File: config.mk
export PLATFORM = sky130hd
export DESIGN_NAME = ex_muldiv_unit_flat
export DESIGN_NICKNAME = d
export VERILOG_FILES = /design/src/rtl/ex_muldiv_if.sv /design/src/rtl/ex_muldiv_unit.sv /design/src/flat_wrapper.sv
export SDC_FILE = /design/constraint.sdc
export NUM_CORES = 1
export LEC_CHECK = 0
export CAP_MARGIN = 20
export CORE_UTILIZATION = 35
export CTS_CLUSTER_DIAMETER = 50
export CTS_CLUSTER_SIZE = 25
export DETAILED_ROUTE_END_ITERATION = 6
export SETUP_SLACK_MARGIN = 0.02
export SYNTH_ARGS = -nofsm -noshare
export SYNTH_HDL_FRONTEND = slang
export SYNTH_SLANG_ARGS = --single-unit
File: constraint.sdc
create_clock -name clk -period 8.2 [get_ports clk]
set_input_delay 0.82 -clock clk [delete_from_list [all_inputs] [get_ports clk]]
set_output_delay 0.82 -clock clk [all_outputs]
set_load 0.005 [all_outputs]
File: src/rtl/ex_muldiv_if.sv
// Bundle between the EX stage and the iterative multiply/divide unit.
//   start/op/a/b/flush : operation issue (MULT/MULTU/DIV/DIVU/MTHI/MTLO) and cancel
//   mf_req/mf_sel      : MFHI/MFLO read request and HI/LO select
//   mf_data            : selected HI/LO value
//   stall_o/busy/done  : hazard stall, RUN indication, one-cycle completion pulse
//   hi/lo              : architectural HI/LO
interface ex_muldiv_if #(
    parameter int unsigned WIDTH = 32
);
    logic             start;
    logic [2:0]       op;
    logic [WIDTH-1:0] a;
    logic [WIDTH-1:0] b;
    logic             mf_req;
    logic             mf_sel;
    logic             flush;
    logic [WIDTH-1:0] mf_data;
    logic             stall_o;
    logic             busy;
    logic             done;
    logic [WIDTH-1:0] hi;
    logic [WIDTH-1:0] lo;

    modport master (
        output start, op, a, b, mf_req, mf_sel, flush,
        input  mf_data, stall_o, busy, done, hi, lo
    );

    modport slave (
        input  start, op, a, b, mf_req, mf_sel, flush,
        output mf_data, stall_o, busy, done, hi, lo
    );
endinterface

File: src/rtl/ex_muldiv_unit.sv
// Iterative radix-2 multiply/divide unit with HI/LO registers.
//   clk, rst_n : clock, asynchronous active-low reset
//   md         : slave side of ex_muldiv_if (issue, MF read, stall/busy/done, HI/LO)
// Operands are converted to magnitudes on accept; one shift-add (mul) or restoring
// subtract (div) step per RUN cycle; sign correction is applied when HI/LO are written.
module ex_muldiv_unit #(
    parameter int unsigned WIDTH     = 32,
    parameter bit          SIGNED_EN = 1'b1
) (
    input logic         clk,
    input logic         rst_n,
    ex_muldiv_if.slave  md
);
    localparam int unsigned CntW = $clog2(WIDTH);

    typedef enum logic [1:0] {StIdle, StRun, StDone} state_e;

    state_e               state_q, state_d;
    logic [CntW-1:0]      cnt_q, cnt_d;
    logic [2*WIDTH-1:0]   work_q, work_d;   // mul: {acc, multiplier}; div: {rem, quotient}
    logic [WIDTH-1:0]     opnd_q, opnd_d;   // multiplicand or divisor magnitude
    logic                 is_div_q, is_div_d;
    logic                 neg_q, neg_d;     // product / quotient sign
    logic                 neg_rem_q, neg_rem_d;
    logic                 div_zero_q, div_zero_d;
    logic [WIDTH-1:0]     hi_q, hi_d, lo_q, lo_d;

    logic                 op_signed, a_neg, b_neg, is_md_op;
    logic [WIDTH-1:0]     a_mag, b_mag, quot, rem;
    logic [WIDTH:0]       mul_sum, div_shift, div_diff;
    logic [2*WIDTH-1:0]   step, prod;

    always_comb begin
        is_md_op  = ~md.op[2];
        op_signed = SIGNED_EN && !md.op[0];
        a_neg     = op_signed & md.a[WIDTH-1];
        b_neg     = op_signed & md.b[WIDTH-1];
        a_mag     = a_neg ? -md.a : md.a;
        b_mag     = b_neg ? -md.b : md.b;

        mul_sum   = {1'b0, work_q[2*WIDTH-1:WIDTH]} + {1'b0, (work_q[0] ? opnd_q : '0)};
        div_shift = {work_q[2*WIDTH-1:WIDTH], work_q[WIDTH-1]};
        // Bit WIDTH of the difference is set exactly when the shifted remainder < divisor.
        div_diff  = div_shift - {1'b0, opnd_q};

        if (is_div_q) begin
            if (!div_diff[WIDTH]) step = {div_diff[WIDTH-1:0], work_q[WIDTH-2:0], 1'b1};
            else                  step = {div_shift[WIDTH-1:0], work_q[WIDTH-2:0], 1'b0};
        end else begin
            step = {mul_sum, work_q[WIDTH-1:1]};
        end

        prod = neg_q ? -step : step;
        quot = step[WIDTH-1:0];
        rem  = step[2*WIDTH-1:WIDTH];
    end

    always_comb begin
        state_d    = state_q;
        cnt_d      = cnt_q;
        work_d     = work_q;
        opnd_d     = opnd_q;
        is_div_d   = is_div_q;
        neg_d      = neg_q;
        neg_rem_d  = neg_rem_q;
        div_zero_d = div_zero_q;
        hi_d       = hi_q;
        lo_d       = lo_q;

        unique case (state_q)
            StIdle, StDone: begin
                state_d = StIdle;
                if (md.start && !md.flush) begin
                    if (is_md_op) begin
                        state_d    = StRun;
                        cnt_d      = '0;
                        is_div_d   = md.op[1];
                        neg_d      = a_neg ^ b_neg;
                        neg_rem_d  = a_neg;
                        div_zero_d = (md.b == '0);
                        opnd_d     = md.op[1] ? b_mag : a_mag;
                        work_d     = md.op[1] ? {{WIDTH{1'b0}}, a_mag} : {{WIDTH{1'b0}}, b_mag};
                    end else if (md.op == 3'b100) begin
                        hi_d = md.a;
                    end else if (md.op == 3'b101) begin
                        lo_d = md.a;
                    end
                end
            end
            StRun: begin
                if (md.flush) begin
                    state_d = StIdle;
                end else begin
                    work_d = step;
                    cnt_d  = cnt_q + 1'b1;
                    if (cnt_q == CntW'(WIDTH - 1)) begin
                        state_d = StDone;
                        if (is_div_q) begin
                            // Divide by zero: all-ones quotient, remainder equals the dividend.
                            lo_d = div_zero_q ? '1 : (neg_q ? -quot : quot);
                            hi_d = neg_rem_q ? -rem : rem;
                        end else begin
                            hi_d = prod[2*WIDTH-1:WIDTH];
                            lo_d = prod[WIDTH-1:0];
                        end
                    end
                end
            end
            default: state_d = StIdle;
        endcase
    end

    always_ff @(posedge clk or negedge rst_n) begin
        if (!rst_n) begin
            state_q    <= StIdle;
            cnt_q      <= '0;
            work_q     <= '0;
            opnd_q     <= '0;
            is_div_q   <= 1'b0;
            neg_q      <= 1'b0;
            neg_rem_q  <= 1'b0;
            div_zero_q <= 1'b0;
            hi_q       <= '0;
            lo_q       <= '0;
        end else begin
            state_q    <= state_d;
            cnt_q      <= cnt_d;
            work_q     <= work_d;
            opnd_q     <= opnd_d;
            is_div_q   <= is_div_d;
            neg_q      <= neg_d;
            neg_rem_q  <= neg_rem_d;
            div_zero_q <= div_zero_d;
            hi_q       <= hi_d;
            lo_q       <= lo_d;
        end
    end

    assign md.busy    = (state_q == StRun);
    assign md.done    = (state_q == StDone);
    assign md.stall_o = md.busy & (md.start | md.mf_req);
    assign md.mf_data = md.mf_sel ? hi_q : lo_q;
    assign md.hi      = hi_q;
    assign md.lo      = lo_q;
endmodule
File: src/flat_wrapper.sv
// flat-port wrapper written by rule: the top's interface ports become plain ports
module ex_muldiv_unit_flat 
#(
    parameter int unsigned WIDTH     = 32,
    parameter bit          SIGNED_EN = 1'b1
)
  (clk, rst_n, md_start, md_op, md_a, md_b, md_mf_req, md_mf_sel, md_flush, md_mf_data, md_stall_o, md_busy, md_done, md_hi, md_lo);
  ex_muldiv_if #(.WIDTH(WIDTH)) md_i ();
  input logic clk;
  input logic rst_n;
  input wire logic [$bits(md_i.start)-1:0] md_start;
  input wire logic [$bits(md_i.op)-1:0] md_op;
  input wire logic [$bits(md_i.a)-1:0] md_a;
  input wire logic [$bits(md_i.b)-1:0] md_b;
  input wire logic [$bits(md_i.mf_req)-1:0] md_mf_req;
  input wire logic [$bits(md_i.mf_sel)-1:0] md_mf_sel;
  input wire logic [$bits(md_i.flush)-1:0] md_flush;
  output wire logic [$bits(md_i.mf_data)-1:0] md_mf_data;
  output wire logic [$bits(md_i.stall_o)-1:0] md_stall_o;
  output wire logic [$bits(md_i.busy)-1:0] md_busy;
  output wire logic [$bits(md_i.done)-1:0] md_done;
  output wire logic [$bits(md_i.hi)-1:0] md_hi;
  output wire logic [$bits(md_i.lo)-1:0] md_lo;
  assign md_i.start = md_start;
  assign md_i.op = md_op;
  assign md_i.a = md_a;
  assign md_i.b = md_b;
  assign md_i.mf_req = md_mf_req;
  assign md_i.mf_sel = md_mf_sel;
  assign md_i.flush = md_flush;
  assign md_mf_data = md_i.mf_data;
  assign md_stall_o = md_i.stall_o;
  assign md_busy = md_i.busy;
  assign md_done = md_i.done;
  assign md_hi = md_i.hi;
  assign md_lo = md_i.lo;
  ex_muldiv_unit #(.WIDTH(WIDTH), .SIGNED_EN(SIGNED_EN)) u_core (.clk(clk), .rst_n(rst_n), .md(md_i));
endmodule
# After elaboration in Yosys (flattened, before gate mapping)
# Cells that the tools add are included.
# totals
register_bits,171
wordCells,89
output_inout_bits,99
# op_classes
add_sub_neg,8
reduce_logical,11
muxes,40
eq_ne,14
bitwise_logic,6
# ops
op,count
two-way mux 32 bit,22
two-way mux 64 bit,6
negation 32 bit,4
one-hot mux 32 bit (2 select lines),2
one-hot mux 64 bit (2 select lines),1
negation 64 bit,1
adder 32 x 32 -> 33 bit,1
subtractor 33 x 32 -> 33 bit,1
zero test 32 bit,1
two-way mux 5 bit,3
inequality test 2 bit (second input constant),5
one-hot mux 5 bit (2 select lines),1
AND reduction 7 bit,1
== test 3 bit (second input constant),2
two-way mux 2 bit,3
inequality test 2 x 1 -> 1 bit (second input constant),3
AND reduction 6 bit,1
adder 5 x 1 -> 5 bit (second input constant),1
== test 5 bit (second input constant),1
one-hot mux 2 bit (2 select lines),1
AND reduction 4 bit,1
AND 1 bit,3
inequality test 3 bit (second input constant),1
AND reduction 3 bit,1
other kinds (11),12

# Depth between registers and ports, before layout
# depth
word_depth,10
ltp_mapped,24
mapped_depth_nobuf,22

# Worst setup path after synthesis
# OpenSTA, ideal clock, no wires.
# synth_timing
path_type,register -> register
from,register u_core.work_q[31]
to,register u_core.hi_q[20] (netlist: u_core.md.hi[20])
path_slack_ns,2.860
t_required_ns,8.069
setup_time_ns,0.131
arrival_time_ns,5.209
stages_incl_launch_ff,23
synth_period_minus_slack_ns,5.340
path_cell_list,dfrtp_1 inv_1 ha_1 fa_1 nand2b_1 a21o_1 a311o_1 o21ai_4 a22o_1 nor3_2 buf_4 a21oi_1 ha_1 o211ai_1 nor4_1 nand4b_1 or4_1 inv_1 a31oi_1 o21a_1 or4_1 a21oi_1 o41ai_1
# synth_via
elab_chain_len,9
word_cells_on_any_way,11
classes_between,3 x add/sub; 8 x mux
# synth_rtl
element,line,rtl
from (decl),ex_muldiv_unit.sv:20,"logic [2*WIDTH-1:0] work_q, work_d;"
from (signal assigned),ex_muldiv_unit.sv:128,work_q <= work_d;
subtractor 33 x 32 -> 33 bit,ex_muldiv_unit.sv:44,"div_diff = div_shift - {1'b0, opnd_q};"
two-way mux 64 bit,ex_muldiv_unit.sv:47,"if (!div_diff[WIDTH]) step = {div_diff[WIDTH-1:0], work_q[WIDTH-2:0], 1'b1};"
two-way mux 64 bit *,ex_muldiv_unit.sv:46,if (is_div_q) begin
negation 64 bit or negation 32 bit (tied branches),"ex_muldiv_unit.sv:53, ex_muldiv_unit.sv:101",
two-way mux 64 bit or two-way mux 32 bit (tied branches),"ex_muldiv_unit.sv:53, ex_muldiv_unit.sv:101",
two-way mux 32 bit *,ex_muldiv_unit.sv:98,if (is_div_q) begin
two-way mux 32 bit *,ex_muldiv_unit.sv:96,if (cnt_q == CntW'(WIDTH - 1)) begin
two-way mux 32 bit *,ex_muldiv_unit.sv:91,if (md.flush) begin
one-hot mux 32 bit (2 select lines) *,ex_muldiv_unit.sv:70,unique case (state_q)
to (signal assigned),ex_muldiv_unit.sv:134,hi_q <= hi_d;
to (decl),ex_muldiv_unit.sv:26,"logic [WIDTH-1:0] hi_q, hi_d, lo_q, lo_d;"
# Mark *: on every way between the ends. The rest lies on a longest branch, timed or not. The select of a mux whose other input is x is not followed.
# A chain may end at the register's enable or synchronous reset.

# Worst setup path after layout
# Same ends and word-level chain as after synthesis.

==> metrics.cfg <==
[outcome]
status=finished, final reports clean

[power_and_ir_drop]
fin_total_pwr_mw=7.23
p_int_mw=3.46
swShare_pct=52.2
p_seq_share_pct=20.3
p_leak_nw=7.90
power_density_mw_per_mm2=369
peakVddDrop_v=0.000171
comb_power_share_pct=66.9
switching_power_mw=3.77
pwr-share-clk_pct=12.8

[detailed_routing]
avgRoutedWirePerCell_um=24.3
first_iter_violations=2046
drc=0
wirelength_um=71200
avgViaCountPerCell=6.10
vias=17871
dr.pass1.iters=6
antenna_left=0

[sta]
finalMaxSlewViolations=0
layout_setup_ws_ns=1.32
tightest_slew_ns=1.14
skew_ns=0.0106
fin_crit_sh_pct=84.0
finalSetupViolCount=0
min_period_ns=6.88
slew_headroom_pct=23.9
max_clock_freq_mhz=145
hold_viol=0
fin_tns_setup_ns=0
rsz0062_at_grt=no
hold-worst-slack_ns=0.438

[synth]
syn_area_mm2=0.0168
synthFlopType=dfrtp_1
ys_ff_latch=171
ys_warn_count=0
async_flop_share_pct=100
yosysUniqueCellTypes=94
synth_edf_count=0
syn_inst=2232
postSynthAreaPerCell_um2=7.52
ys_seq_area_share_pct=25.5
synth_nets=2377

[cts]
cts-htree-levels=4
ctsHoldBuffers=0
cts_made_buffers=17
post_cts_resized=0
clkSinkCount=171
clk_latency_ns=0.49
clk_pin_slew_ns=0.08
postCtsSetupRepairBufs=0
cts-root-buf=clkbuf_16
cts.path.max_buffers=2
cts_tree=built

[final_layout]
drive_above_1_share_pct=6.68
area_growth_pct=16.7
layout.nets=2455
fillCellCount=4794

[grt]
grt_pass1_wl_um=107000
grt_usage_pct=28.6
antenna_found_initial=2
gr-total-overflow=0
grt_max_degree=92
grt_use_met3_pct=5.78
busiest_layer=met2
grt_pass1_vias=16784
grt_use_met1_pct=40.2
use_met2_pct=43.8

[floorplanning]
core_mm2=0.0470
initial_core_util_pct=35.7
die_h_um=221
num_rows=79
die_w_um=221
io_pins=172
dieArea_mm2=0.0488

[placed_design]
post-place-ws_ns=1.45
dp_hpwl_um=55000
place.port_buffers=171
gp_congestion=0.997

[worst_hold_path]
min_path_type=in2async

[setup_path]
worst_setup_path_start_kind=flop
critical_path.max_fanout=15
path_class=reg2reg
critPathRequiredTime_ns=8.55
crit_arrival_ns=7.24
setup.worst_path.end_class=flop

[flow_run]
cap_violations=0

placed cells by master (no fill, tap or decap), drive strengths merged, types with 29 or more instances in the layout:
cell type,synthesis,routed
buf,37,30
xor2,75,75
inv,70,74
a21oi,177,177
nand2,307,307
mux2i,42,42
mux2,41,41
a211oi,29,29
and2,38,38
nand3,37,37
o21ai,251,251
o211ai,33,33
nor3,56,56
nor4,30,30
xnor2,80,80
ha,70,70
nor2,175,175
clkdlybuf4s50,0,169
dfrtp,171,171
o22ai,39,39
worst max-delay path, stage by stage, from the launching register on:
cell and delay [ns]:
dfrtp_1 0.45, inv_1 0.09, ha_1 0.22, fa_1 0.39
nand2b_1 0.18, a21o_1 0.23, a311o_1 0.38, o21ai_4 0.27
a22o_1 0.61, nor3_2 0.16, a21oi_1 0.22, ha_1 0.22
o211ai_1 0.13, nor4_1 0.68, nand4b_1 0.51, or4_1 0.65
inv_1 0.17, a31oi_1 0.11, o21a_1 0.26, or4_1 0.54
a21oi_1 0.17, o41ai_1 0.09
power by group through the flow:
stage                     Clock [mW]  Sequential, mW  Combinational (mW)
after floorplan                    0            1.34                3.18
after global placement             0            1.46                4.72
after detailed placement           0            1.47                4.72
after CTS                      0.931            1.46                4.74
after global routing           0.961            1.50                5.21
final                          0.922            1.47                4.84
worst paths after layout:
path,cells after the start,slack (ns),endpoint,from
worst max-delay path,21,1.32,u_core.md.hi[20],u_core.work_q[31]
worst min-delay path,1,0.44,u_core.md.lo[23],rst_n
worst max register to register,21,1.32,u_core.md.hi[20],u_core.work_q[31]
worst min register to register,2,0.49,u_core.cnt_q[4],u_core.cnt_q[4]
max in group asynchronous,2,6.55,u_core.opnd_q[7],rst_n
min in group clk,2,0.49,u_core.cnt_q[4],u_core.cnt_q[4]
registers in the layout (all words and copies together) (netlist names):
name / count
u_core.div_zero_q: 1
u_core.md.hi: 32
u_core.neg_q: 1
u_core.cnt_q: 5
u_core.opnd_q: 32
u_core.md.lo: 32
u_core.work_q: 64
u_core.neg_rem_q: 1
u_core.state_q: 2
u_core.is_div_q: 1
metrics by stage:
stage	instance area, um2	util, %	instances
finish	19600	41.7	2930
global route	19600	41.7	2929
CTS	19500	41.6	2928
detailed placement	18900	40.3	2897
global placement	18900	40.2	2896
floorplan	16800	-	2232
cells by family (layout without fill, tap and decap cells):
logic type,Yosys count,after routing,synth area share (%)
adder cells (fa/ha/maj),72,72,5.46
buffers and inverters,212,302,4.97
multiplexers,83,83,5.26
other,0,1,0
XOR/XNOR,155,155,8.09
AND/OR/NAND/NOR,802,802,22.8
flip-flops,171,171,25.5
AO/OA/AOI/OAI,737,737,27.9
metal layers:
metal	share of wire (%)	vias to the layer above
li1	-	8273
met1	45	8686
met2	44	817
met3	8.9	93
met4	2.6	2
met5	0.018	-
final cells by class:
class,count,area (um2),area share [%]
repair buffers,199,1940,9.90
multi-input cells,1849,11700,59.7
clock inverters,14,213,1.09
clock buffers,17,425,2.17
diodes,1,2.50,0.0128
inverters,72,272,1.39
well taps,607,759,3.88
flip-flops and latches,171,4280,21.9
synthesized netlist by cell type, drive strengths merged (30+ instances only):
cell    number  area, um2
nand3       37        185
a21oi      177        893
and2        38        238
o21ai      251       1270
o22ai       39        244
nand2      307       1150
nor2       175        664
clkbuf     103        387
inv         70        263
nor4        30        209
mux2i       42        420
dfrtp      171       4280
nor3        56        285
mux2        41        462
xnor2       80        701
o211ai      33        258
xor2        75        657
buf         37        178
ha          70        876
Note: power is estimated with default switching activity, not from simulation.
